**src/rtl/ranger_pkg.sv**
```systemverilog
// Shared types and defaults for the ultrasonic range finder.
// Provides the sequencer state encoding, default parameter values and the
// helper that sizes the shared cycle counter.
package ranger_pkg;

  typedef enum logic [2:0] {
    IDLE      = 3'd0,
    TRIG      = 3'd1,
    WAIT_ECHO = 3'd2,
    MEASURE   = 3'd3,
    DONE      = 3'd4
  } state_e;

  localparam int TRIG_CYCLES_DEF      = 500;        // 10 us at 50 MHz
  localparam int CYC_PER_CM_DEF       = 2900;       // 58 us at 50 MHz
  localparam int MAX_CM_DEF           = 400;
  localparam int ECHO_WAIT_CYCLES_DEF = 1_500_000;  // 30 ms at 50 MHz
  localparam int DW_DEF               = 9;

  localparam int CNT_W_DEF = $clog2(ECHO_WAIT_CYCLES_DEF);

  // The single counter has to reach the largest of the three terminal
  // values minus one, so its width follows the largest limit.
  function automatic int cnt_width(input int a, input int b, input int c);
    int m;
    m = a;
    if (b > m) m = b;
    if (c > m) m = c;
    if (m < 2) return 1;
    return $clog2(m);
  endfunction

endpackage

```
**src/rtl/ultrasonic_ranger_if.sv**
```systemverilog
// Sensor and result signals of the range finder.
// master: the ranger (drives TRIG and the result); slave: sensor/display side
// (drives TICK and ECHO, observes the rest).
interface ultrasonic_ranger_if #(
  parameter int DW = 9
) ();

  logic          TICK;
  logic          ECHO;
  logic          TRIG;
  logic [DW-1:0] DIST_CM;
  logic          VALID;
  logic          TIMEOUT;
  logic          BUSY;

  modport master (
    input  TICK, ECHO,
    output TRIG, DIST_CM, VALID, TIMEOUT, BUSY
  );

  modport slave (
    output TICK, ECHO,
    input  TRIG, DIST_CM, VALID, TIMEOUT, BUSY
  );

endinterface

```
**src/rtl/sync_edge.sv**
```systemverilog
// Two-flop synchronizer followed by a registered rise/fall detector.
// Ports: clk, rst_n (sync, active-low), async_in; rise/fall are one-cycle
// pulses, 3 clocks after the input is first sampled at its new level.
module sync_edge (
  input  logic clk,
  input  logic rst_n,
  input  logic async_in,
  output logic rise,
  output logic fall
);

  logic s1, s2, prev;
  logic v1, v2;    // tracks when s2 carries a real sample after reset
  logic armed;     // set once a genuine low has been seen

  // After reset the flops read 0, so an input already high would look like
  // a rise. Edges are only reported after s2 has shown a real low level.
  always_ff @(posedge clk) begin
    if (!rst_n) begin
      s1    <= 1'b0;
      s2    <= 1'b0;
      prev  <= 1'b0;
      v1    <= 1'b0;
      v2    <= 1'b0;
      armed <= 1'b0;
      rise  <= 1'b0;
      fall  <= 1'b0;
    end else begin
      s1    <= async_in;
      s2    <= s1;
      prev  <= s2;
      v1    <= 1'b1;
      v2    <= v1;
      armed <= armed | (v2 & ~s2);
      rise  <= armed & s2 & ~prev;
      fall  <= armed & ~s2 & prev;
    end
  end

endmodule

```
**src/rtl/ultrasonic_ranger.sv**
```systemverilog
// Measurement sequencer: on each TICK rise, fires TRIG, times the ECHO pulse
// and reports whole centimetres with a one-cycle VALID strobe.
// Ports: CLK, RST_N (sync, active-low), rng (master: TICK/ECHO in;
// TRIG, DIST_CM, VALID, TIMEOUT, BUSY out).
module ultrasonic_ranger
  import ranger_pkg::*;
#(
  parameter int TRIG_CYCLES      = TRIG_CYCLES_DEF,
  parameter int CYC_PER_CM       = CYC_PER_CM_DEF,
  parameter int MAX_CM           = MAX_CM_DEF,
  parameter int ECHO_WAIT_CYCLES = ECHO_WAIT_CYCLES_DEF,
  parameter int DW               = DW_DEF
) (
  input  logic                CLK,
  input  logic                RST_N,
  ultrasonic_ranger_if.master rng
);

  localparam int CW = cnt_width(ECHO_WAIT_CYCLES, CYC_PER_CM, TRIG_CYCLES);

  localparam logic [2:0] ST_IDLE    = IDLE;
  localparam logic [2:0] ST_TRIG    = TRIG;
  localparam logic [2:0] ST_WAIT    = WAIT_ECHO;
  localparam logic [2:0] ST_MEASURE = MEASURE;
  localparam logic [2:0] ST_DONE    = DONE;

  logic [2:0]    state;
  logic [CW-1:0] cnt;       // shared: trigger timer, echo wait, cm sub-counter
  logic [DW-1:0] cm;
  logic [DW-1:0] dist_q;
  logic          timeout_q;

  logic tick_rise, tick_fall_unused;
  logic echo_rise, echo_fall;

  logic          wrap;
  logic [DW-1:0] cm_next;

  sync_edge u_tick_sync (
    .clk      (CLK),
    .rst_n    (RST_N),
    .async_in (rng.TICK),
    .rise     (tick_rise),
    .fall     (tick_fall_unused)
  );

  sync_edge u_echo_sync (
    .clk      (CLK),
    .rst_n    (RST_N),
    .async_in (rng.ECHO),
    .rise     (echo_rise),
    .fall     (echo_fall)
  );

  // The cycle in which the sub-counter wraps is itself a counted echo cycle,
  // so a fall in that cycle reports the incremented value.
  assign wrap    = (cnt == CW'(CYC_PER_CM - 1));
  assign cm_next = wrap ? cm + DW'(1) : cm;

  always_ff @(posedge CLK) begin
    if (!RST_N) begin
      state     <= ST_IDLE;
      cnt       <= '0;
      cm        <= '0;
      dist_q    <= '0;
      timeout_q <= 1'b0;
    end else begin
      case (state)
        ST_IDLE: begin
          if (tick_rise) begin
            state <= ST_TRIG;
            cnt   <= '0;
          end
        end

        ST_TRIG: begin
          if (cnt == CW'(TRIG_CYCLES - 1)) begin
            state <= ST_WAIT;
            cnt   <= '0;
          end else begin
            cnt <= cnt + CW'(1);
          end
        end

        ST_WAIT: begin
          if (echo_rise) begin
            state <= ST_MEASURE;
            cnt   <= '0;
            cm    <= '0;
          end else if (cnt == CW'(ECHO_WAIT_CYCLES - 1)) begin
            state     <= ST_DONE;
            dist_q    <= DW'(MAX_CM);
            timeout_q <= 1'b1;
          end else begin
            cnt <= cnt + CW'(1);
          end
        end

        ST_MEASURE: begin
          if (wrap && (cm_next == DW'(MAX_CM))) begin
            // Echo too long: clamp and flag, ignore the eventual fall.
            state     <= ST_DONE;
            dist_q    <= DW'(MAX_CM);
            timeout_q <= 1'b1;
          end else if (echo_fall) begin
            state     <= ST_DONE;
            dist_q    <= cm_next;
            timeout_q <= 1'b0;
          end else begin
            cnt <= wrap ? '0 : cnt + CW'(1);
            cm  <= cm_next;
          end
        end

        ST_DONE: begin
          // Result registers were loaded on entry; VALID is this state.
          state <= ST_IDLE;
        end

        default: begin
          state <= ST_IDLE;
        end
      endcase
    end
  end

  assign rng.TRIG    = (state == ST_TRIG);
  assign rng.BUSY    = (state != ST_IDLE);
  assign rng.VALID   = (state == ST_DONE);
  assign rng.DIST_CM = dist_q;
  assign rng.TIMEOUT = timeout_q;

endmodule

```
**src/flat_wrapper.sv**
```systemverilog
// flat-port wrapper written by rule: the top's interface ports become plain ports
module ultrasonic_ranger_flat import ranger_pkg::*;
#(
  parameter int TRIG_CYCLES      = TRIG_CYCLES_DEF,
  parameter int CYC_PER_CM       = CYC_PER_CM_DEF,
  parameter int MAX_CM           = MAX_CM_DEF,
  parameter int ECHO_WAIT_CYCLES = ECHO_WAIT_CYCLES_DEF,
  parameter int DW               = DW_DEF
)
  (CLK, RST_N, rng_TICK, rng_ECHO, rng_TRIG, rng_DIST_CM, rng_VALID, rng_TIMEOUT, rng_BUSY);
  ultrasonic_ranger_if #(.DW(DW)) rng_i ();
  input  logic CLK;
  input  logic RST_N;
  input wire logic [$bits(rng_i.TICK)-1:0] rng_TICK;
  input wire logic [$bits(rng_i.ECHO)-1:0] rng_ECHO;
  output wire logic [$bits(rng_i.TRIG)-1:0] rng_TRIG;
  output wire logic [$bits(rng_i.DIST_CM)-1:0] rng_DIST_CM;
  output wire logic [$bits(rng_i.VALID)-1:0] rng_VALID;
  output wire logic [$bits(rng_i.TIMEOUT)-1:0] rng_TIMEOUT;
  output wire logic [$bits(rng_i.BUSY)-1:0] rng_BUSY;
  assign rng_i.TICK = rng_TICK;
  assign rng_i.ECHO = rng_ECHO;
  assign rng_TRIG = rng_i.TRIG;
  assign rng_DIST_CM = rng_i.DIST_CM;
  assign rng_VALID = rng_i.VALID;
  assign rng_TIMEOUT = rng_i.TIMEOUT;
  assign rng_BUSY = rng_i.BUSY;
  ultrasonic_ranger #(.TRIG_CYCLES(TRIG_CYCLES), .CYC_PER_CM(CYC_PER_CM), .MAX_CM(MAX_CM), .ECHO_WAIT_CYCLES(ECHO_WAIT_CYCLES), .DW(DW)) u_core (.CLK(CLK), .RST_N(RST_N), .rng(rng_i));
endmodule
```
**config.mk**
```make
export PLATFORM = sky130hd
export DESIGN_NAME = ultrasonic_ranger_flat
export DESIGN_NICKNAME = d
export VERILOG_FILES = /design/src/rtl/ranger_pkg.sv /design/src/rtl/ultrasonic_ranger_if.sv /design/src/rtl/sync_edge.sv /design/src/rtl/ultrasonic_ranger.sv /design/src/flat_wrapper.sv
export SDC_FILE = /design/constraint.sdc
export NUM_CORES = 1
export LEC_CHECK = 0
export ABC_AREA = 1
export CAP_MARGIN = 20
export CORE_ASPECT_RATIO = 1.75
export CORE_MARGIN = 5
export CORE_UTILIZATION = 30
export CTS_CLUSTER_SIZE = 20
export DETAILED_ROUTE_END_ITERATION = 16
export MAX_ROUTING_LAYER = met4
export PLACE_DENSITY = 0.5
export SYNTH_ARGS = -nofsm -noshare
export SYNTH_HDL_FRONTEND = slang
export SYNTH_HIERARCHICAL = 1
export SYNTH_SLANG_ARGS = --single-unit
```
**constraint.sdc**
```tcl
create_clock -name CLK -period 2.35 [get_ports CLK]
set_input_delay 0.47 -clock CLK [delete_from_list [all_inputs] [get_ports CLK]]
set_output_delay 0.47 -clock CLK [all_outputs]
set_load 0.005 [all_outputs]
```
==> run metrics <==
status=complete, no violations; gr busiest metal=met2; Max stage delay on crit path=0.36 ns; Worst-path clk slew=0.05 ns; Port Buffers=16; FP Rows=51; largest net degree at the start of global routing=49; Mapped Nets=543; wire per inst=14.0 microns; placer congestion estimate=0.917; Slew @ Worst Pin=0.554 ns; Worst Setup End Kind=flip-flop; Final min period=2.22 ns; met3 GRT Util=2.31%; element type at the critical path start=flip-flop; share of post-route cells with drive strength above 1=19.6%; mapped cell area=3340 sq um; Critical Path AT=2.44 ns; hold depth=2; clock skew=0.00721 ns; initial antenna violation count=0; I/O pin count=17; Slew Limit Fails=0; Post-DP Area=3870 sq um; htree depth=3; CTS buffer count=9; Fmax achieved=450 MHz; critical-path maximum fanout=18; hold slack=0.410 ns; Net count, final=594; Die W=89.8 microns; Power Total=5.10 mW; Leak=1.84 nW; synthesized area per cell=6.22 sq um; DIE AREA=13400 sq um; HPWL after detailed placement=7.52 mm; Pwr Density=1170 nW/um^2; fin crit share=94.5%; clock sink total=58; slowest CP cell=dfxtp_2; synth-to-layout area growth=30.2%; final hold vios=0; M2 GR Usage=29.7%; initial detailed-routing violation count=139; Post-Synthesis Cells=537; Tot GR Track Use=15.4%; Root Driver=clkbuf_16; Design Area, Final=4350 sq um; Worst path most repeated cell=nand2_1; Residual DRC=0; critical path required time=2.57 ns; Worst-Skew Late Latency=0.33 ns; number of global-route vias before repair=3405; first-pass GRT wire length=16.0 mm; post-route ant nets=0; worst IR drop on VDD=0.000593 V; FF-to-FF path depth=17; Crit Path Category=reg2reg; CTS tree=built; DR vias/cell=4.86; slew margin rel.=63.1%; crit path cell chain=ha_4, nand2_1, nor2_4, nand2_2, nor2_4, nand3_1, nand2_1, nand2_1, nor2_1, nand3_2, nand2_4, nand2_8, buf_12, nand2_1, nand2_1, nand2_1, nor2_1; Hold WC Path Type=reg2reg; Total Wirelength=10.2 mm; Starting Density=30.3%; Core Region=11000 sq um; Syn. warnings=6; final number of setup-violating endpoints=0; vias=3522; drt first pass iters=6; # diodes=0; GR Util met1=13.4%; total gr overflow=0; die height=150 microns; Setup TNS=0 ns; clk buf depth=2; Max-cap violations=0
-- critical path: cells and delay by family (launching register included) --
family                     cells  cell delay (ns)
and+or+nand+nor               15             1.42
DFF                            1             0.36
buffers and inverters          1             0.17
adders and majority gates      1             0.16
-- registers in the layout, summed over array words and instances, names as in the netlist, 3 cells and up --
register,flops
u_core/cnt,21
u_core/cm,9
u_core/rng.DIST_CM,9
u_core/state,3
-- final timing paths --
kind                                               startpoint                          endpoint  slack (ns)
worst max-delay path               u_core/cnt[0]$_SDFFE_PN0P_         u_core/cm[8]$_SDFFE_PN0P_        0.13
worst min-delay path            u_core/u_tick_sync/v1$_DFF_P_  u_core/u_tick_sync/v2$_SDFF_PN0_        0.41
worst max register to register     u_core/cnt[0]$_SDFFE_PN0P_         u_core/cm[8]$_SDFFE_PN0P_        0.13
worst min register to register  u_core/u_tick_sync/v1$_DFF_P_  u_core/u_tick_sync/v2$_SDFF_PN0_        0.41
-- layout by cell type (no fill, tap or decap), types with 2 or more instances in the layout --
master,count
nor2_4,7
nand4_1,13
clkdlybuf4s50_1,15
inv_2,7
xor2_1,7
clkinv_1,3
or2_2,5
nor4_1,2
a21oi_1,24
clkbuf_16,10
nor3_1,10
nor3_2,2
nand2_1,144
buf_4,36
nor2_2,8
buf_12,3
inv_1,53
dfxtp_2,6
clkinvlp_4,3
nand2_4,2
a21oi_2,3
a31oi_1,2
dfxtp_1,49
nor2_1,86
nand2_2,6
nand3_2,4
clkinv_2,2
o21ai_0,8
dfxtp_4,3
nand3_1,49
o21ai_1,2
o31ai_1,2
-- timing repair --
action	in CTS	in global routing
endpoints found under the setup margin	32	41
cloned	0	1
setup buffers	0	6
gates resized for setup	5	36
pin swaps	0	7
hold buffers	0	0
-- routing by layer --
layer	up-vias	part of all wire, %
li1	1814	-
met1	1585	35
met2	78	56
met3	45	2.7
met4	0	6.1
met5	-	0
-- layout make-up --
| class | instances | area [sq um] |
|---|---|---|
| clock buffer | 10 | 239 |
| timing repair buffer | 57 | 522 |
| inverter | 63 | 236 |
| clock inverter | 6 | 41.3 |
| sequential | 58 | 1180 |
| multi-input combinational | 399 | 1970 |
| fill | 1213 | 6690 |
| tap | 132 | 165 |
-- power breakdown --
group          total, mW  leakage (nW)  switching (mW)  internal [mW]
registers           1.61         0.478           0.339           1.27
logic               2.26          1.23            1.34          0.915
clock network       1.22         0.131           0.484          0.741
-- through the flow --
| step | worst slack (ns) | cells | utilization, % |
|---|---|---|---|
| floorplan | 0.265 | 537 | - |
| global placement | -0.0824 | 702 | 35.1 |
| detailed placement | -0.0979 | 702 | 35.1 |
| CTS | 0.00993 | 718 | 37.8 |
| global route | -0.0335 | 725 | 39.4 |
| finish | 0.128 | 725 | 39.4 |
(Power assumes the default switching activity.)
